$ cat config.mk
export PLATFORM = sky130hd
export DESIGN_NAME = riscv_mem_arb_flat
export DESIGN_NICKNAME = d
export VERILOG_FILES = /design/src/rtl/riscv_mem_arb_if.sv /design/src/rtl/riscv_mem_arb.sv /design/src/flat_wrapper.sv
export SDC_FILE = /design/constraint.sdc
export NUM_CORES = 1
export LEC_CHECK = 0
export ABC_AREA = 1
export CORE_AREA = 2 2 104 106
export CTS_CLUSTER_DIAMETER = 60
export CTS_CLUSTER_SIZE = 24
export DETAILED_ROUTE_END_ITERATION = 8
export DIE_AREA = 0 0 106 108
export GPL_TIMING_DRIVEN = 0
export PLACE_DENSITY = 0.76
export RECOVER_POWER = 100
export SLEW_MARGIN = 40
export SYNTH_ARGS = -nofsm -noshare
export SYNTH_HDL_FRONTEND = slang
export SYNTH_SLANG_ARGS = --single-unit
$ cat constraint.sdc
create_clock -name clk -period 1.8 [get_ports clk]
set_input_delay 0.27 -clock clk [delete_from_list [all_inputs] [get_ports clk]]
set_output_delay 0.27 -clock clk [all_outputs]
set_load 0.05 [all_outputs]
$ cat src/rtl/riscv_mem_arb_if.sv
// Bundle of fetch, load/store and single-port RAM signals seen by riscv_mem_arb.
// The arbiter binds the slave modport; requesters and the RAM drive the master side.
interface riscv_mem_arb_if #(
    parameter int unsigned ADDR_W = 32
) ();
    logic              if_req;
    logic [ADDR_W-1:0] if_addr;
    logic              if_gnt;
    logic              if_rvalid;
    logic [31:0]       if_rdata;
    logic              if_stall;

    logic              d_req;
    logic              d_we;
    logic [ADDR_W-1:0] d_addr;
    logic [31:0]       d_wdata;
    logic              d_gnt;
    logic              d_rvalid;
    logic [31:0]       d_rdata;

    logic              mem_en;
    logic              mem_we;
    logic [ADDR_W-1:0] mem_addr;
    logic [31:0]       mem_wdata;
    logic [31:0]       mem_rdata;

    modport master (
        output if_req, if_addr, d_req, d_we, d_addr, d_wdata, mem_rdata,
        input  if_gnt, if_rvalid, if_rdata, if_stall, d_gnt, d_rvalid, d_rdata,
        input  mem_en, mem_we, mem_addr, mem_wdata
    );

    modport slave (
        input  if_req, if_addr, d_req, d_we, d_addr, d_wdata, mem_rdata,
        output if_gnt, if_rvalid, if_rdata, if_stall, d_gnt, d_rvalid, d_rdata,
        output mem_en, mem_we, mem_addr, mem_wdata
    );
endinterface

$ cat src/rtl/riscv_mem_arb.sv
// Fetch vs load/store arbiter in front of a single-port RAM with 1-cycle read latency.
// Define RISCV_MEM_ARB_RR_EN for round-robin contention instead of data-priority + starvation.
module riscv_mem_arb #(
    parameter int unsigned ADDR_W     = 32,
    parameter int unsigned MAX_STARVE = 4
) (
    input logic             clk,
    input logic             x_reset,
    riscv_mem_arb_if.slave  bus
);

    typedef enum logic [1:0] {OwnNone, OwnIf, OwnD} owner_e;

    owner_e      owner_q, owner_d;
    logic [31:0] if_hold_q, if_hold_d;
    logic [31:0] d_hold_q, d_hold_d;
    logic        if_gnt, d_gnt;
    logic        contended;

`ifdef RISCV_MEM_ARB_RR_EN
    // 1 = fetch wins the next contended cycle.
    logic ptr_q, ptr_d;
`else
    localparam logic [3:0] StarveMax = MAX_STARVE[3:0];
    logic [3:0] starve_q, starve_d;
`endif

    assign contended = bus.if_req && bus.d_req;

    always_comb begin
        if_gnt = 1'b0;
        d_gnt  = 1'b0;
        if (!x_reset) begin
            if (contended) begin
`ifdef RISCV_MEM_ARB_RR_EN
                if (ptr_q) begin
                    if_gnt = 1'b1;
                end else begin
                    d_gnt = 1'b1;
                end
`else
                if (starve_q == StarveMax) begin
                    if_gnt = 1'b1;
                end else begin
                    d_gnt = 1'b1;
                end
`endif
            end else begin
                if_gnt = bus.if_req;
                d_gnt  = bus.d_req;
            end
        end
    end

    always_comb begin
        if (if_gnt) begin
            owner_d = OwnIf;
        end else if (d_gnt && !bus.d_we) begin
            owner_d = OwnD;
        end else begin
            owner_d = OwnNone;
        end
        if_hold_d = (owner_q == OwnIf) ? bus.mem_rdata : if_hold_q;
        d_hold_d  = (owner_q == OwnD) ? bus.mem_rdata : d_hold_q;
`ifdef RISCV_MEM_ARB_RR_EN
        ptr_d = ptr_q;
        // Hand priority to whoever just lost.
        if (contended && !x_reset) begin
            ptr_d = d_gnt;
        end
`else
        starve_d = starve_q;
        if (if_gnt) begin
            starve_d = 4'd0;
        end else if (bus.if_req && starve_q != StarveMax) begin
            starve_d = starve_q + 4'd1;
        end
`endif
    end

    always_ff @(posedge clk) begin
        if (x_reset) begin
            owner_q   <= OwnNone;
            if_hold_q <= 32'd0;
            d_hold_q  <= 32'd0;
`ifdef RISCV_MEM_ARB_RR_EN
            ptr_q     <= 1'b0;
`else
            starve_q  <= 4'd0;
`endif
        end else begin
            owner_q   <= owner_d;
            if_hold_q <= if_hold_d;
            d_hold_q  <= d_hold_d;
`ifdef RISCV_MEM_ARB_RR_EN
            ptr_q     <= ptr_d;
`else
            starve_q  <= starve_d;
`endif
        end
    end

    // Responses are masked while reset is high so a discarded read never surfaces.
    always_comb begin
        bus.if_gnt    = if_gnt;
        bus.d_gnt     = d_gnt;
        bus.if_stall  = !x_reset && bus.if_req && !if_gnt;
        bus.mem_en    = if_gnt || d_gnt;
        bus.mem_we    = d_gnt && bus.d_we;
        bus.mem_addr  = {ADDR_W{1'b0}};
        bus.mem_wdata = 32'd0;
        if (if_gnt) begin
            bus.mem_addr = bus.if_addr;
        end else if (d_gnt) begin
            bus.mem_addr  = bus.d_addr;
            bus.mem_wdata = bus.d_wdata;
        end
        bus.if_rvalid = !x_reset && (owner_q == OwnIf);
        bus.d_rvalid  = !x_reset && (owner_q == OwnD);
        bus.if_rdata  = 32'd0;
        bus.d_rdata   = 32'd0;
        if (!x_reset) begin
            bus.if_rdata = (owner_q == OwnIf) ? bus.mem_rdata : if_hold_q;
            bus.d_rdata  = (owner_q == OwnD) ? bus.mem_rdata : d_hold_q;
        end
    end

endmodule

$ cat src/flat_wrapper.sv
// flat-port wrapper written by rule: the top's interface ports become plain ports
module riscv_mem_arb_flat 
#(
    parameter int unsigned ADDR_W     = 32,
    parameter int unsigned MAX_STARVE = 4
)
  (clk, x_reset, bus_if_req, bus_if_addr, bus_d_req, bus_d_we, bus_d_addr, bus_d_wdata, bus_mem_rdata, bus_if_gnt, bus_if_rvalid, bus_if_rdata, bus_if_stall, bus_d_gnt, bus_d_rvalid, bus_d_rdata, bus_mem_en, bus_mem_we, bus_mem_addr, bus_mem_wdata);
  riscv_mem_arb_if #(.ADDR_W(ADDR_W)) bus_i ();
  input logic clk;
  input logic x_reset;
  input wire logic [$bits(bus_i.if_req)-1:0] bus_if_req;
  input wire logic [$bits(bus_i.if_addr)-1:0] bus_if_addr;
  input wire logic [$bits(bus_i.d_req)-1:0] bus_d_req;
  input wire logic [$bits(bus_i.d_we)-1:0] bus_d_we;
  input wire logic [$bits(bus_i.d_addr)-1:0] bus_d_addr;
  input wire logic [$bits(bus_i.d_wdata)-1:0] bus_d_wdata;
  input wire logic [$bits(bus_i.mem_rdata)-1:0] bus_mem_rdata;
  output wire logic [$bits(bus_i.if_gnt)-1:0] bus_if_gnt;
  output wire logic [$bits(bus_i.if_rvalid)-1:0] bus_if_rvalid;
  output wire logic [$bits(bus_i.if_rdata)-1:0] bus_if_rdata;
  output wire logic [$bits(bus_i.if_stall)-1:0] bus_if_stall;
  output wire logic [$bits(bus_i.d_gnt)-1:0] bus_d_gnt;
  output wire logic [$bits(bus_i.d_rvalid)-1:0] bus_d_rvalid;
  output wire logic [$bits(bus_i.d_rdata)-1:0] bus_d_rdata;
  output wire logic [$bits(bus_i.mem_en)-1:0] bus_mem_en;
  output wire logic [$bits(bus_i.mem_we)-1:0] bus_mem_we;
  output wire logic [$bits(bus_i.mem_addr)-1:0] bus_mem_addr;
  output wire logic [$bits(bus_i.mem_wdata)-1:0] bus_mem_wdata;
  assign bus_i.if_req = bus_if_req;
  assign bus_i.if_addr = bus_if_addr;
  assign bus_i.d_req = bus_d_req;
  assign bus_i.d_we = bus_d_we;
  assign bus_i.d_addr = bus_d_addr;
  assign bus_i.d_wdata = bus_d_wdata;
  assign bus_i.mem_rdata = bus_mem_rdata;
  assign bus_if_gnt = bus_i.if_gnt;
  assign bus_if_rvalid = bus_i.if_rvalid;
  assign bus_if_rdata = bus_i.if_rdata;
  assign bus_if_stall = bus_i.if_stall;
  assign bus_d_gnt = bus_i.d_gnt;
  assign bus_d_rvalid = bus_i.d_rvalid;
  assign bus_d_rdata = bus_i.d_rdata;
  assign bus_mem_en = bus_i.mem_en;
  assign bus_mem_we = bus_i.mem_we;
  assign bus_mem_addr = bus_i.mem_addr;
  assign bus_mem_wdata = bus_i.mem_wdata;
  riscv_mem_arb #(.ADDR_W(ADDR_W), .MAX_STARVE(MAX_STARVE)) u_core (.clk(clk), .x_reset(x_reset), .bus(bus_i));
endmodule
==> results of run 1 <==
[registers in the layout, indices dropped and copies added (netlist names)]
name	count
u_core.owner_q	2
u_core.d_hold_q	32
u_core.starve_q	4
u_core.if_hold_q	32
[layout make-up]
type / count / area (µm²) / share of cell area (%)
clock inverters: 4 / 76.3 / 0.930
multi-input cells: 359 / 2580 / 31.4
repair buffers: 304 / 3230 / 39.3
clock buffers: 12 / 165 / 2.01
well taps: 136 / 170 / 2.07
plain buffers: 35 / 387 / 4.71
flip-flops and latches: 70 / 1410 / 17.1
inverters: 45 / 196 / 2.39
[kinds of logic (layout without fill, tap and decap cells)]
| group | Yosys count | after routing |
|---|---|---|
| flops | 70 | 70 |
| xor+xnor | 1 | 1 |
| simple gates | 287 | 288 |
| buf+inv | 80 | 400 |
| fa+ha+maj | 2 | 2 |
| compound gates | 68 | 68 |
[power groups by stage]
stage	Combinational, mW	Sequential (mW)	Clock [mW]
3_3_place_gp	1.52	1.68	0
4_1_cts	1.71	1.65	1.52
3_5_place_dp	1.53	1.68	0
2_1_floorplan	0.848	1.68	0
6_report	2.00	1.68	1.57
5_1_grt	2.07	1.68	1.63
[worst min path at each step]
stage	startpoint	to	slack, ns	cells past startpoint
after floorplan	bus_d_we	u_core.owner_q[1]$_SDFF_PP0_	0.34	1
after global placement	u_core.if_hold_q[30]$_DFF_P_	u_core.if_hold_q[30]$_DFF_P_	0.48	2
after detailed placement	u_core.if_hold_q[27]$_DFF_P_	u_core.if_hold_q[27]$_DFF_P_	0.48	2
after CTS	bus_if_req	u_core.owner_q[0]$_SDFF_PP0_	0.39	3
after global routing	bus_if_req	u_core.owner_q[0]$_SDFF_PP0_	0.35	3
final	bus_if_req	u_core.owner_q[0]$_SDFF_PP0_	0.33	3
[tightest hold or removal path: stages]
cell and delay (ns):
buf_2 0.18, nand3_2 0.13, inv_1 0.05
[stage by stage]
stage          setup WS (ns)  total power [mW]  TNS [ns]
4_1_cts               -0.243              4.89    -15.88
6_report              -0.239              5.24    -21.85
5_1_grt               -0.290              5.39    -29.97
2_1_floorplan         -0.187              2.52     -4.95
3_3_place_gp           -1.12              3.19   -119.74
3_5_place_dp           -1.12              3.21   -121.91
[repair_timing]
action,CTS,global route
pin swaps,50,73
cloned,8,2
setup endpoints to repair,135,135
hold buffers,0,0
gates resized for setup,1049,311
setup buffers,14,15
[cell usage in the layout (no fill, tap or decap), drive strengths merged, types with 3 or more instances in the layout]
cell | synthesis | final
o21ai | 64 | 64
clkdlybuf4s50 | 0 | 130
buf | 19 | 176
clkbuf | 16 | 44
nor2 | 167 | 167
nand4 | 33 | 33
dfxtp | 70 | 70
nand3 | 3 | 3
inv | 45 | 45
nand2 | 83 | 84
a21oi | 4 | 4
[layer usage]
layer | vias up | GRT usage [%] | routed length [µm]
met5 | - | 0 | 0
met4 | 0 | 8.27 | 471
met3 | 40 | 8.68 | 1390
met2 | 224 | 46.2 | 9750
met1 | 2247 | 30.5 | 7250
li1 | 2240 | - | -
==> results.toml, run 1 <==
[status]
status = "finished with violations"
violations = "negative setup slack"

[critical_path]
cp_max_fo = 10
crit_family = "buffers and inverters"
crit_start = "u_core.owner_q[0]$_SDFF_PP0_"
slowest_delay_ns = 0.37
required_ns = 1.53
path_cells = "nor2_4 > clkbuf_1 > inv_6 > buf_8 > nor2_1 > nor2_2 > buf_6"
critPathCaptureType = "primary output"
cp_num_buf_inv = 4
crit_end = "bus_d_rdata[20]"
worst_ep_arrival_time_ns = 1.77
r2r_slack_ns = 0.30
worstReg2RegEnd = "u_core.if_hold_q[14]$_DFF_P_"
r2r_cells = 8
crit_cells = 7
timing.rr.start = "u_core.owner_q[0]$_SDFF_PP0_"
critPathSlowestCell = "dfxtp_1"
path_class = "reg -> out"
start_kind = "register"

[grt]
grt_remaining_overflow = 0
grt_pass1_vias = 4545
grt_pass1_wl_mm = 23.7
antenna_found_initial = 0
grt_max_degree = 13
grt_usage_pct = 26.3

[routing]
drt-initial-drc-count = 322
vias = 4751
drc = 0
dr.pass1.iters = 4
finalWirelength_mm = 18.9
via_per_inst = 4.92
ant_nets = 0
drt-wirelength-per-cell_um = 19.5

[power_and_ir_drop]
p_per_area_nw_per_um2 = 639
clockPowerShare_pct = 29.9
p_comb_share_pct = 38.1
pwr-share-seq_pct = 32.0
p_int_mw = 3.36
peakVddDrop_uv = 652
power.leakage_nw = 3.55
netSwitchingPower_mw = 1.88
sw_frac_of_total_pct = 35.8

[die]
die-width_um = 106
io_pins = 268
die_h_um = 108
design.die.area_um2 = 11400
start_util_pct = 32.5
core_um2 = 10200
placementRows = 37

[cells_and_area]
final_util_pct = 80.2
drive_above_1_share_pct = 51.1
final_area_um2 = 8200
finalNetCount = 959
finalNonFillerCells = 965
syn2layout_area_growth_pct = 146
fillers = 627
diodes = 0

[clock_tree]
clk_latency_ns = 0.36
cts-root-buf = "clkbuf_8"
clockBufferDepth = 2
h-tree-depth = 3
numCtsBuffers = 9
numClockSinks = 70
cts_tree = "yes"
cts.clk_slew.worst_paths_ns = 0.07

[synthesis]
yosysSeqAreaShare_pct = 42.1
synthXorXnorAreaFrac_pct = 0.263
synth_common_cells = "167 x nor2_1, 72 x nand2_1, 70 x dfxtp_1, 64 x o21ai_0, 43 x inv_1"
synth_mux_area_share_pct = 0
yosysMostFrequentCell = "nor2_1"
post-synth-top-area-cell = "dfxtp_1"
synthFlopType = "dfxtp_1"
synth_fp_nets = 643
synth_top_family_by_area = "simple AND/OR/NAND/NOR gates"
syn_area_um2 = 3330
yosysTopAreaCellShare_pct = 42.1
synth_edf_count = 0
synthAdderAreaFrac_pct = 0.752
synth-compound-area-share_pct = 10.2
yosysWarnings = 0
yosys.area_share.simple_pct = 36.0
ys_top_cells_by_area = "dfxtp_1 42%, nor2_1 19%, o21ai_0 9.6%, nand2_1 8.1%, nand4_1 6.2%"
syn_area_per_cell_um2 = 6.55
syn_inst = 508
yosysUniqueCellTypes = 19
synth-seq-cells = 70
async_reset_ff_share_pct = 0

[placed_design]
place_hpwl_mm = 11.1
gp_congestion = 0.850
place_area_um2 = 6270
io_buffers = 266
dp_cells = 910

[sta]
fin_skew_ns = 0.0192
clock.fmax_ghz = 0.490
maxSlewViolCount = 0
hold_viol_final = 0
rsz0062_at_grt = "true"
tightest_slew_ns = 0.441
final.period_utilization_pct = 113
setup_viol = 135
timing.hold.ws_ns = 0.326
period_minus_slack_ns = 2.04
fin_ws_ns = -0.239
relSlewSlack_pct = 70.6

[run]
maxCapViolCount = 0

[min_path]
min-delay-path-class = "in -> reg"
No activity file was read; power rests on OpenSTA's default activity.
==> inputs of run 2 (changes only) <==
--- a/config.mk
+++ b/config.mk
@@ -6,13 +6,14 @@
 export NUM_CORES = 1
 export LEC_CHECK = 0
 export ABC_AREA = 1
-export CORE_AREA = 2 2 104 106
+export CORE_ASPECT_RATIO = 1.25
+export CORE_MARGIN = 10
+export CORE_UTILIZATION = 33
 export CTS_CLUSTER_DIAMETER = 60
 export CTS_CLUSTER_SIZE = 24
 export DETAILED_ROUTE_END_ITERATION = 8
-export DIE_AREA = 0 0 106 108
 export GPL_TIMING_DRIVEN = 0
-export PLACE_DENSITY = 0.76
+export PLACE_DENSITY = 0.78
 export RECOVER_POWER = 100
 export SLEW_MARGIN = 40
 export SYNTH_ARGS = -nofsm -noshare
==> constraint.sdc (replaced) <==
create_clock -name clk -period 2.25 [get_ports clk]
set_input_delay 0.3375 -clock clk [delete_from_list [all_inputs] [get_ports clk]]
set_output_delay 0.3375 -clock clk [all_outputs]
set_load 0.05 [all_outputs]
==> run 2 against run 1 <==
Effect of this change: clock skew down 0.014 ns; cell count down 4.7%; critical endpoint is now bus_d_rdata[4]; total power down 26%; the flow now finishes without violations.
==> results.toml, run 2 (synthesis gave the netlist of run 1 again) <==
[cells_and_area]
finalNetCount = 924
reg_top3 = "u_core.d_hold_q (32), u_core.if_hold_q (32), u_core.starve_q (4)"
syn2layout_area_growth_pct = 84.5
final_util_pct = 62.9
fillers = 936
diodes = 0
drive_above_1_share_pct = 26.2
final_cell_mix = "165 x nor2_1, 130 x clkdlybuf4s50_1, 70 x buf_2, 70 x nand2_1, 68 x dfxtp_1"
final_common_cell = "nor2_1"

[die]
start_util_pct = 34.1
die-width_um = 110
placementRows = 40
die_h_um = 132
io_pins = 268
design.die.area_um2 = 14500
core_um2 = 9760

[placed_design]
gp_congestion = 0.994
place_hpwl_mm = 13.9
dp_slack_ns = -0.827
io_buffers = 266

[sta]
relSlewSlack_pct = 64.4
final.period_utilization_pct = 96.3
period_minus_slack_ns = 2.17
setup_viol = 0
clock.fmax_ghz = 0.462
fin_skew_ns = 0.00545
fin_ws_ns = 0.0832
tns_ns = 0
maxSlewViolCount = 0
hold_viol_final = 0
tightest_slew_ns = 0.536

[routing]
vias = 4369
drt-wirelength-per-cell_um = 18.4
dr.pass1.iters = 5
ant_nets = 0
via_per_inst = 4.75
drc = 0
finalWirelength_mm = 16.9
drt-initial-drc-count = 250

[critical_path]
start_kind = "register"
worst_ep_arrival_time_ns = 1.83
r2r_cells = 6
required_ns = 1.91
worstReg2RegEnd = "u_core.if_hold_q[17]$_DFF_P_"
path_cells = "inv_1 > nor2_4 > inv_1 > buf_2 > nor2_1 > nor2_1 > clkdlybuf4s15_2"
crit_end = "bus_d_rdata[4]"
critPathCaptureType = "primary output"
r2r_slack_ns = 0.93
cp_max_fo = 10
critPathSlowestCell = "clkdlybuf4s15_2"
slowest_delay_ns = 0.40
crit_start = "u_core.owner_q[1]$_SDFF_PP0_"
timing.rr.start = "u_core.owner_q[1]$_SDFF_PP0_"
path_class = "reg -> out"

[clock_tree]
cts.clk_slew.worst_paths_ns = 0.05
cts_hold_buf = 0
numCtsBuffers = 9
clk_latency_ns = 0.34
clockBufferDepth = 2
numClockSinks = 70
h-tree-depth = 3
cts_tree = "yes"
cts-root-buf = "clkbuf_16"

[status]
status = "completed"

[grt]
antenna_found_initial = 0
grt_usage_pct = 21.8
grt_pass1_wl_mm = 24.7
grt_pass1_vias = 4294
grt_remaining_overflow = 0
grt_max_degree = 12

[power_and_ir_drop]
p_per_area_nw_per_um2 = 635
power.leakage_nw = 3.06
peakVddDrop_uv = 597

[run]
maxCapViolCount = 0

[min_path]
min-delay-path-class = "in -> reg"
[run 2: cell count changes in the layout (fill, tap and decap cells not counted), sizes merged]
cell,change
buf,-65
clkdlybuf4s15,+18
clkbuf,+10
clkdlybuf4s18,+2
clkinv,+2
bufinv,-1
clkinvlp,-1
[run 2: cell type report]
class	count	area (µm²)	area share (%)
buffer	35	218	3.55
clock buffer	12	256	4.18
clock inverter	4	45.0	0.733
inverter	45	174	2.83
multi-input combinational	359	1600	26.1
sequential	70	1410	22.9
tap	126	158	2.57
timing repair buffer	269	2280	37.2
[run 2: layer usage]
layer / GRT usage [%] / vias up / part of all wire [%]
met5: 0 / - / 0
met4: 6.45 / 0 / 1.7
met3: 9.88 / 22 / 13
met2: 39.5 / 204 / 51
met1: 20.9 / 1978 / 34
li1: - / 2165 / -
[run 2: worst min-delay path by stage]
stage	startpoint	to	slack, ns	depth (start not counted)
floorplan	bus_d_we	u_core.owner_q[1]$_SDFF_PP0_	0.41	1
detailed placement	u_core.if_hold_q[9]$_DFF_P_	u_core.if_hold_q[9]$_DFF_P_	0.48	2
CTS	bus_if_req	u_core.owner_q[0]$_SDFF_PP0_	0.46	3
finish	bus_if_req	u_core.owner_q[0]$_SDFF_PP0_	0.44	3
global route	bus_if_req	u_core.owner_q[0]$_SDFF_PP0_	0.49	3
global placement	u_core.if_hold_q[16]$_DFF_P_	u_core.if_hold_q[16]$_DFF_P_	0.48	2
[run 2: stage by stage]
| stage | hold WS [ns] | power (mW) | instance area (µm²) | cells |
|---|---|---|---|---|
| 3_5_place_dp | 0.482 | 2.56 | 6150 | 900 |
| 2_1_floorplan | 0.410 | 2.00 | 3330 | 508 |
| 5_1_grt | 0.493 | 4.04 | 6140 | 920 |
| 6_report | 0.443 | 3.90 | 6140 | 920 |
| 3_3_place_gp | 0.477 | 2.55 | 6150 | 900 |
| 4_1_cts | 0.460 | 3.92 | 6230 | 918 |
[run 2: repair_timing]
item / in CTS / in global routing
cloned: 0 / 1
resized for setup: 598 / 138
buffers inserted: 2 / 1
pin swaps: 0 / 3
setup endpoints to repair: 135 / 126
[run 2: where the power goes]
part	switching, mW	internal, mW	leakage, nW
Clock	0.507	0.911	0.152
Combinational	0.744	0.419	2.34
Sequential	0.0182	1.30	0.573
[run 2: critical path, delay by kind of cell, from the launching register on]
kind	cells	cell delay [ns]
simple gates	3	0.29
buf+inv	4	0.92
flops	1	0.30
==> inputs of run 3 (changes only) <==
--- a/config.mk
+++ b/config.mk
@@ -6,6 +6,7 @@
 export NUM_CORES = 1
 export LEC_CHECK = 0
 export ABC_AREA = 1
+export CAP_MARGIN = 15
 export CORE_ASPECT_RATIO = 1.25
 export CORE_MARGIN = 10
 export CORE_UTILIZATION = 33
==> results of run 3 <==
The final DEF is identical to that of run 2; final timing and power are the same.
